$ cat config.mk
export PLATFORM = sky130hd
export DESIGN_NAME = led_display_ctrl_flat
export DESIGN_NICKNAME = d
export VERILOG_FILES = /design/src/rtl/led_display_ctrl_if.sv /design/src/rtl/led_display_ctrl.sv /design/src/flat_wrapper.sv
export SDC_FILE = /design/constraint.sdc
export NUM_CORES = 1
export LEC_CHECK = 0
export CORE_MARGIN = 3
export CORE_UTILIZATION = 40
export DETAILED_ROUTE_END_ITERATION = 8
export PLACE_DENSITY = 0.75
export SLEW_MARGIN = 20
export SYNTH_ARGS = -nofsm -noshare
export SYNTH_HDL_FRONTEND = slang
export SYNTH_SLANG_ARGS = --single-unit
$ cat constraint.sdc
create_clock -name clk -period 2.2 [get_ports clk]
set_input_delay 0.66 -clock clk [delete_from_list [all_inputs] [get_ports clk]]
set_output_delay 0.66 -clock clk [all_outputs]
set_load 0.02 [all_outputs]
$ cat src/rtl/led_display_ctrl_if.sv
// LED display bus: game-side mode/pattern inputs and the registered LED drive.
interface led_display_ctrl_if #(
  parameter int unsigned N = 7
);
  logic         tick;
  logic [2:0]   led_control;
  logic [N-1:0] score;
  logic [N-1:0] fake_score;
  logic [N-1:0] speed_led;
  logic [N-1:0] leds_out;
  logic         blink_phase;

  modport master (
    output tick, led_control, score, fake_score, speed_led,
    input  leds_out, blink_phase
  );

  modport slave (
    input  tick, led_control, score, fake_score, speed_led,
    output leds_out, blink_phase
  );
endinterface

$ cat src/rtl/led_display_ctrl.sv
// LED bar selector: static patterns, live/fake/speed scores, blinking score
// and a ping-pong chase, with the LED pins driven straight from a register.
module led_display_ctrl #(
  parameter int unsigned N          = 7,
  parameter logic [31:0] RESET_CODE = 32'b1001000,
  parameter int unsigned BLINK_HALF = 250,
  parameter int unsigned CHASE_STEP = 50
) (
  input  logic                clk,
  input  logic                rst,
  led_display_ctrl_if.slave   disp
);

  localparam int unsigned CMAX = (BLINK_HALF > CHASE_STEP) ? BLINK_HALF : CHASE_STEP;
  localparam int unsigned CW   = (CMAX > 1) ? $clog2(CMAX) : 1;
  localparam int unsigned PW   = (N > 1) ? $clog2(N) : 1;

  localparam logic [CW-1:0] BLINK_LAST = CW'(BLINK_HALF - 1);
  localparam logic [CW-1:0] CHASE_LAST = CW'(CHASE_STEP - 1);
  localparam logic [PW-1:0] POS_LAST   = PW'(N - 1);
  localparam logic [PW-1:0] POS_PEN    = PW'((N > 1) ? (N - 2) : 0);
  localparam logic [PW-1:0] POS_ONE    = PW'((N > 1) ? 1 : 0);

  typedef enum logic [2:0] {
    MODE_DARK  = 3'b000,
    MODE_RESET = 3'b001,
    MODE_ALL   = 3'b010,
    MODE_SCORE = 3'b011,
    MODE_FAKE  = 3'b100,
    MODE_BLINK = 3'b101,
    MODE_SPEED = 3'b110,
    MODE_CHASE = 3'b111
  } mode_t;

  typedef enum logic {
    DIR_UP   = 1'b0,
    DIR_DOWN = 1'b1
  } dir_t;

  mode_t         ctrl_q, ctrl_d;
  logic [CW-1:0] cnt_q, cnt_d;
  logic          phase_q, phase_d;
  logic [PW-1:0] pos_q, pos_d;
  dir_t          dir_q, dir_d;
  logic [N-1:0]  leds_q, leds_d;

  // Next animation state: a mode change restarts timing and drops any same-edge tick.
  always_comb begin
    ctrl_d  = mode_t'(disp.led_control);
    cnt_d   = cnt_q;
    phase_d = phase_q;
    pos_d   = pos_q;
    dir_d   = dir_q;
    if (ctrl_d != ctrl_q) begin
      cnt_d   = '0;
      phase_d = 1'b1;
      pos_d   = '0;
      dir_d   = DIR_UP;
    end else if (disp.tick) begin
      if (ctrl_q == MODE_BLINK) begin
        if (cnt_q == BLINK_LAST) begin
          cnt_d   = '0;
          phase_d = ~phase_q;
        end else begin
          cnt_d = cnt_q + CW'(1);
        end
      end else if (ctrl_q == MODE_CHASE) begin
        if (cnt_q == CHASE_LAST) begin
          cnt_d = '0;
          if (N > 1) begin
            if (dir_q == DIR_UP) begin
              if (pos_q == POS_LAST) begin
                dir_d = DIR_DOWN;
                pos_d = POS_PEN;
              end else begin
                pos_d = pos_q + PW'(1);
              end
            end else begin
              if (pos_q == '0) begin
                dir_d = DIR_UP;
                pos_d = POS_ONE;
              end else begin
                pos_d = pos_q - PW'(1);
              end
            end
          end
        end else begin
          cnt_d = cnt_q + CW'(1);
        end
      end
    end
  end

  // LED frame decoded from the current mode and the post-update animation state.
  always_comb begin
    leds_d = '0;
    unique case (ctrl_d)
      MODE_DARK:  leds_d = '0;
      MODE_RESET: leds_d = RESET_CODE[N-1:0];
      MODE_ALL:   leds_d = '1;
      MODE_SCORE: leds_d = disp.score;
      MODE_FAKE:  leds_d = disp.fake_score;
      MODE_BLINK: leds_d = phase_d ? disp.score : '0;
      MODE_SPEED: leds_d = disp.speed_led;
      MODE_CHASE: leds_d[pos_d] = 1'b1;
    endcase
  end

  // State and LED register; reset clears the bar immediately.
  always_ff @(posedge clk or posedge rst) begin
    if (rst) begin
      ctrl_q  <= MODE_DARK;
      cnt_q   <= '0;
      phase_q <= 1'b1;
      pos_q   <= '0;
      dir_q   <= DIR_UP;
      leds_q  <= '0;
    end else begin
      ctrl_q  <= ctrl_d;
      cnt_q   <= cnt_d;
      phase_q <= phase_d;
      pos_q   <= pos_d;
      dir_q   <= dir_d;
      leds_q  <= leds_d;
    end
  end

  assign disp.leds_out    = leds_q;
  assign disp.blink_phase = phase_q;

endmodule

$ cat src/flat_wrapper.sv
// flat-port wrapper written by rule: the top's interface ports become plain ports
module led_display_ctrl_flat 
#(
  parameter int unsigned N          = 7,
  parameter logic [31:0] RESET_CODE = 32'b1001000,
  parameter int unsigned BLINK_HALF = 250,
  parameter int unsigned CHASE_STEP = 50
)
  (clk, rst, disp_tick, disp_led_control, disp_score, disp_fake_score, disp_speed_led, disp_leds_out, disp_blink_phase);
  led_display_ctrl_if #(.N(N)) disp_i ();
  input  logic clk;
  input  logic rst;
  input wire logic [$bits(disp_i.tick)-1:0] disp_tick;
  input wire logic [$bits(disp_i.led_control)-1:0] disp_led_control;
  input wire logic [$bits(disp_i.score)-1:0] disp_score;
  input wire logic [$bits(disp_i.fake_score)-1:0] disp_fake_score;
  input wire logic [$bits(disp_i.speed_led)-1:0] disp_speed_led;
  output wire logic [$bits(disp_i.leds_out)-1:0] disp_leds_out;
  output wire logic [$bits(disp_i.blink_phase)-1:0] disp_blink_phase;
  assign disp_i.tick = disp_tick;
  assign disp_i.led_control = disp_led_control;
  assign disp_i.score = disp_score;
  assign disp_i.fake_score = disp_fake_score;
  assign disp_i.speed_led = disp_speed_led;
  assign disp_leds_out = disp_i.leds_out;
  assign disp_blink_phase = disp_i.blink_phase;
  led_display_ctrl #(.N(N), .RESET_CODE(RESET_CODE), .BLINK_HALF(BLINK_HALF), .CHASE_STEP(CHASE_STEP)) u_core (.clk(clk), .rst(rst), .disp(disp_i));
endmodule
==> qor.yml, run 1 <==
wl_per_cell_um: 15.03
p_int_uw: 682.2
core-area_sq_um: 3468
clkPwrFrac_pct: 27.9
reg2reg_depth: 9
slowest_delay_ns: 0.42
synth_nets: 200
place_hpwl_mm: 3.009
timing_hold_violations_final: 0
cts_made_buffers: 3
htreeDepth: 1
num_io_pins: 35
slew_violations: 0
postSynthCellCount: 169
nets: 256
die_h_um: 67.35
seq_area_frac_synth_pct: 38.32
antenna_found_initial: 0
fin_tns_setup_ns: 0
power-per-cell-area_nw_per_um2: 428.3
finalClockSkew_ns: 0.006969
start_util_pct: 43.40
track_usage_pct: 18.90
cts_buffer_depth: 2
area_delta_synth_final_pct: 42.56
max_freq_mhz: 474.6
worstSetupEndpointType: "flop"
die_w_um: 67.35
status: "complete, no violations"
drive_gt1_share_pct: 20.54
synth_enable_flop_cells: 0
drtIter0Drc: 119
rr_endpoint: "u_core.disp.leds_out[2]"
wirelength_mm: 4.059
avgViaCountPerCell: 5.752
path_cells: "inv_1, ha_2, or3b_4, o31ai_1, nand3_1, nand2_1, inv_1, nor3_1, a221o_1"
p_total_uw: 919.1
hold-path-endpoint: "u_core.disp.blink_phase"
place.gp.congestion: 0.8572
setup_viol: 0
clk_pin_slew_worst_paths_ns: 0.08
final_util_pct: 61.87
ff2ff_setup_slack_ns: 0.09
p_comb_share_pct: 23.4
rows: 21
antenna_cells: 0
tritoncts: "built"
drv_cap: 0
p_seq_share_pct: 48.7
io_buffers: 34
relSlewSlack_pct: 71.50
grt_pass1_wl_mm: 6.693
power_switching_uw: 236.9
hold_depth: 2
ys_types: 46
ant_nets: 0
min_period_ns: 2.107
crit_slowest_cell: "or3b_4"
drc: 0
synth_area_sq_um: 1505
grt_max_degree: 24
die_area_sq_um: 4535
async_reset_ff_share_pct: 100.0
synth_seq_cells: 23
fillers: 306
finalCritPeriodShare_pct: 95.78
crit_arrival_ns: 2.30
p_sw_share_pct: 25.77
cp_max_fo: 5
insertion_delay_ns: 0.26
min_path_type: "flop to flop"
grt_pass1_vias: 1486
pre_cts_ws_ns: -0.5046
reg2reg_from: "u_core.cnt_q[1]"
yosys_warnings: 0
cts.sinks: 23
setup_slack_ns: 0.09289
cp.required_ns: 2.39
via_count: 1553
syn_area_per_cell_sq_um: 8.906
leakagePower_nw: 0.9270
crit_path_frequent_cell: "inv_1"
vdd_drop_max_uv: 259.6
drt_first_pass_iters: 4
start_kind: "flop"
ys.flop_type: "dfrtp_1"
grt-ovfl-total: 0
worst_pin_slew_ns: 0.4275
cts-root-buf: "clkbuf_8"
critical_path_class: "flop to flop"
fin_hold_ws_ns: 0.5469
hp-start: "u_core.disp.blink_phase"
-- power groups by stage --
stage,registers [mW],clock network [mW],logic (mW)
after global placement,0.455,0,0.206
after CTS,0.448,0.261,0.211
final,0.448,0.256,0.215
after detailed placement,0.456,0,0.210
after floorplan,0.471,0,0.0791
after global routing,0.450,0.282,0.233
-- sequential cells by signal (all words and copies together), names as in the netlist --
| name | cells |
|---|---|
| u_core.cnt_q | 8 |
| u_core.ctrl_q | 3 |
| u_core.dir_q | 1 |
| u_core.disp.blink_phase | 1 |
| u_core.disp.leds_out | 7 |
| u_core.pos_q | 3 |
-- metal layers --
layer  global-route usage (%)  vias to the layer above  share of wire (%)
li1                         -                      758                  -
met1                    27.23                      738                 45
met2                    30.18                       53                 49
met3                    1.997                        4                4.7
met4                    4.810                        0                1.2
met5                        0                        -                  0
-- critical path, delay by kind of cell, from the launching register on --
| kind | cells | cell delay (ns) |
|---|---|---|
| fa+ha+maj | 1 | 0.19 |
| flops | 1 | 0.39 |
| simple gates | 4 | 0.84 |
| buf+inv | 2 | 0.16 |
| compound gates | 2 | 0.45 |
-- synth_stat cells (5+ instances only) --
cell       n  area share [%]
nand3_1   11             3.7
nor3_1     6             2.0
nor2_1     6             1.5
nand2_1   12             3.0
o21ai_0   10             3.3
inv_1     11             2.7
dfrtp_1   22              37
o22ai_1    5             2.1
o31ai_1    7             3.5
nor2b_1    7             2.9
clkbuf_1   7             1.7
-- cells by family after synthesis --
family	Yosys count	synth area share, %
compound gates	47	23.19
xor+xnor	3	1.746
fa+ha+maj	4	3.325
buf+inv	20	5.154
flops	23	38.32
simple gates	72	28.26
-- worst max path at each step --
stage	start	endpoint	slack (ns)	depth (start not counted)
2_1_floorplan	disp_led_control[2]	u_core.cnt_q[7]	-0.21	7
3_3_place_gp	disp_led_control[2]	u_core.cnt_q[7]	-0.46	6
3_5_place_dp	disp_led_control[2]	u_core.cnt_q[7]	-0.50	6
4_1_cts	disp_led_control[1]	u_core.cnt_q[7]	0.03	6
5_1_grt	u_core.cnt_q[1]	u_core.disp.leds_out[2]	-0.02	9
6_report	u_core.cnt_q[1]	u_core.disp.leds_out[2]	0.09	9
-- through the flow --
| step | instance area, sq um | std cells |
|---|---|---|
| detailed placement | 2071 | 265 |
| CTS | 2121 | 270 |
| floorplan | 1534 | 169 |
| global route | 2146 | 270 |
| finish | 2146 | 270 |
| global placement | 2071 | 265 |
-- repair_timing --
action	CTS	global route
pin swaps	7	6
setup buffers	1	0
hold buffers	0	0
resized for setup	13	7
setup endpoints to repair	14	9
-- layout make-up --
cell class	instances	area, sq um	share of cell area, %
Multi-Input combinational cell	126	900.9	41.98
Sequential cell	23	576.8	26.88
Timing Repair Buffer	60	523.0	24.37
Tap cell	46	57.56	2.682
Clock buffer	3	41.29	1.924
Inverter	11	41.29	1.924
Clock inverter	1	5.005	0.2332
-- layout by cell type, fill, tap and decap left out, drive strengths merged, types with 5 or more instances in the layout --
| cell | n |
|---|---|
| dfrtp | 22 |
| o21ai | 10 |
| o31ai | 7 |
| nor2 | 6 |
| o22ai | 5 |
| buf | 28 |
| clkdlybuf4s50 | 30 |
| nor3 | 6 |
| nor2b | 7 |
| nand3 | 11 |
| inv | 11 |
| nand2 | 12 |
No activity file was read; power rests on OpenSTA's default activity.
==> run 2: changes to the inputs <==
--- a/config.mk
+++ b/config.mk
@@ -5,10 +5,9 @@
 export SDC_FILE = /design/constraint.sdc
 export NUM_CORES = 1
 export LEC_CHECK = 0
-export CORE_MARGIN = 3
-export CORE_UTILIZATION = 40
+export CORE_UTILIZATION = 35
 export DETAILED_ROUTE_END_ITERATION = 8
-export PLACE_DENSITY = 0.75
+export PLACE_DENSITY = 0.68
 export SLEW_MARGIN = 20
 export SYNTH_ARGS = -nofsm -noshare
 export SYNTH_HDL_FRONTEND = slang
==> qor.yml, run 2 (synthesized netlist as in run 1, its figures left out) <==
clk_pin_slew_worst_paths_ns: 0.08  # about the same
die_w_um: 67.58  # was 67.35 um
drv_cap: 0  # unchanged
drt_first_pass_iters: 4  # unchanged
dr_wl_met2_mm: 1.851  # was 1.987 mm
pre_cts_ws_ns: -0.5036  # was -0.5046 ns
grt_pass1_wl_mm: 5.899  # was 6.693 mm
wirelength_mm: 3.841  # was 4.059 mm
nets: 261  # was 256
finalCritPeriodShare_pct: 96.45  # was 95.78%
insertion_delay_ns: 0.26  # about the same
min_period_ns: 2.122  # was 2.107 ns
setup_viol: 0  # unchanged
start_util_pct: 37.10  # was 43.40%
track_usage_pct: 16.95  # was 18.90%
wl_per_cell_um: 13.77  # was 15.03 um
antenna_cells: 0  # unchanged
drive_gt1_share_pct: 25.76  # was 20.54%
io_buffers: 34  # unchanged
drc: 0  # unchanged
cts.sinks: 23  # unchanged
critPathLaunch: "disp_led_control[0]"  # was u_core.cnt_q[1]
crit_slowest_cell: "or4_4"  # was or3b_4
final_cell_mix: "30 x clkdlybuf4s50_1, 30 x buf_4, 22 x dfrtp_1"  # was 30 x clkdlybuf4s50_1, 25 x buf_4, 22 x dfrtp_1
die_area_sq_um: 4567  # was 4535 sq um
relSlewSlack_pct: 66.54  # was 71.50%
antenna_found_initial: 0  # unchanged
grt-ovfl-total: 0  # unchanged
cts_buffer_depth: 2  # unchanged
leakagePower_nw: 0.9535  # was 0.9270 nW
place.gp.congestion: 0.8546  # was 0.8572
ant_nets: 0  # unchanged
power-per-cell-area_nw_per_um2: 412.0  # was 428.3 nW/um^2
timing_hold_violations_final: 0  # unchanged
worst_pin_slew_ns: 0.5019  # was 0.4275 ns
hp-start: "u_core.disp.blink_phase"  # unchanged
die_h_um: 67.58  # was 67.35 um
vdd_drop_max_uv: 263.8  # was 259.6 uV
regMostFlops: "u_core.cnt_q"  # unchanged
max_freq_mhz: 471.3  # was 474.6 MHz
met3_length_um: 124  # was 190 um
num_io_pins: 35  # unchanged
finalClockSkew_ns: 0.001559  # was 0.006969 ns
area_delta_synth_final_pct: 49.13  # was 42.56%
final_util_pct: 55.32  # was 61.87%
largest_reg_flops: 8  # unchanged
min_path_type: "flop to flop"  # unchanged
cts_made_buffers: 3  # unchanged
slowest_delay_ns: 0.51  # was 0.42 ns
path_cells: "clkdlybuf4s15_1, xor2_2, or3_4, or4_4, or3_1, o211ai_1"  # was inv_1, ha_2, or3b_4, o31ai_1, nand3_1, nand2_1, inv_1, nor3_1, a221o_1
grt_pass1_vias: 1296  # was 1486
drt-met1-wl_mm: 1.839  # was 1.833 mm
start_kind: "input pin"  # was flop
avgViaCountPerCell: 5.477  # was 5.752
tritoncts: "built"  # unchanged
place_hpwl_mm: 2.861  # was 3.009 mm
reg2reg_from: "u_core.cnt_q[1]"  # unchanged
rows: 23  # was 21
top_layer_used: "met4"  # unchanged
status: "complete, no violations"  # unchanged
htreeDepth: 1  # unchanged
setup_slack_ns: 0.07811  # was 0.09289 ns
worstSetupEndpointType: "flop"  # unchanged
crit_arrival_ns: 2.30  # about the same
cts-root-buf: "clkbuf_8"  # unchanged
grt_max_degree: 21  # was 24
slew_violations: 0  # unchanged
drtIter0Drc: 99  # was 119
via_count: 1528  # was 1553
critical_path_class: "input pin to flop"  # was flop to flop
cp.required_ns: 2.38  # was 2.39 ns
cp_max_fo: 3  # was 5
core-area_sq_um: 4058  # was 3468 sq um
fin_hold_ws_ns: 0.5459  # was 0.5469 ns
[run 2: changes by cell type in the layout (fill, tap and decap cells not counted), moves of 2 or more]
cell / previous run / this run
nor3_2: 1 / 4
buf_2: 2 / 0
o31ai_2: 2 / 4
xor2_2: 1 / 3
xor2_1: 2 / 0
o31ai_1: 5 / 3
buf_4: 25 / 30
clkdlybuf4s15_1: 0 / 2
nor3_1: 4 / 2
[run 2: worst paths after layout]
| check | to | slack (ns) | cells past startpoint |
|---|---|---|---|
| worst max-delay path | u_core.cnt_q[7] | 0.08 | 6 |
| worst min-delay path | u_core.disp.blink_phase | 0.55 | 2 |
| worst max register to register | u_core.disp.leds_out[6] | 0.10 | 9 |
| worst min register to register | u_core.disp.blink_phase | 0.55 | 2 |
| max in group asynchronous | u_core.disp.blink_phase | 1.08 | 3 |
| min in group asynchronous | u_core.disp.leds_out[1] | 0.63 | 2 |
[run 2: per-stage QoR]
stage / area [sq um] / power (mW) / cells / TNS (ns)
after global placement: 2106 / 0.6602 / 273 / -5.223
after floorplan: 1534 / 0.5499 / 169 / -0.2422
after CTS: 2175 / 0.9212 / 278 / -0.02173
final: 2245 / 0.9247 / 279 / 0
after detailed placement: 2106 / 0.6610 / 273 / -5.819
after global routing: 2245 / 0.9731 / 279 / -0.04102
[run 2: critical path, delay by kind of cell]
kind / cells / cell delay, ns
simple gates: 3 / 1.16
buf+inv: 1 / 0.21
xor+xnor: 1 / 0.17
compound gates: 1 / 0.10
[run 2: routing by layer]
layer,vias to the layer above,global-route usage (%)
met5,-,0
met4,0,3.723
met3,2,1.520
met2,35,25.37
met1,725,25.93
li1,766,-
[run 2: power by group]
group	switching (mW)	internal, mW	leakage [nW]	total [mW]
clock network	0.138	0.126	0.0255	0.264
registers	0.00902	0.438	0.298	0.447
logic	0.0953	0.118	0.630	0.214
[run 2: layout make-up]
cell class              count  area, sq um
flip-flops and latches     23        576.8
multi-input cells         126        950.9
clock inverters             1        5.005
inverters                  11        41.29
well taps                  50        62.56
fillers                   361         1813
clock buffers               3        41.29
repair buffers             65        566.8
[run 2: repair_timing]
item	4_1_cts	5_1_grt
hold buffers	0	0
setup endpoints to repair	14	11
resized for setup	7	20
hold endpoints to repair	0	0
cloned	0	0
buffers inserted	1	1
pin swaps	3	10
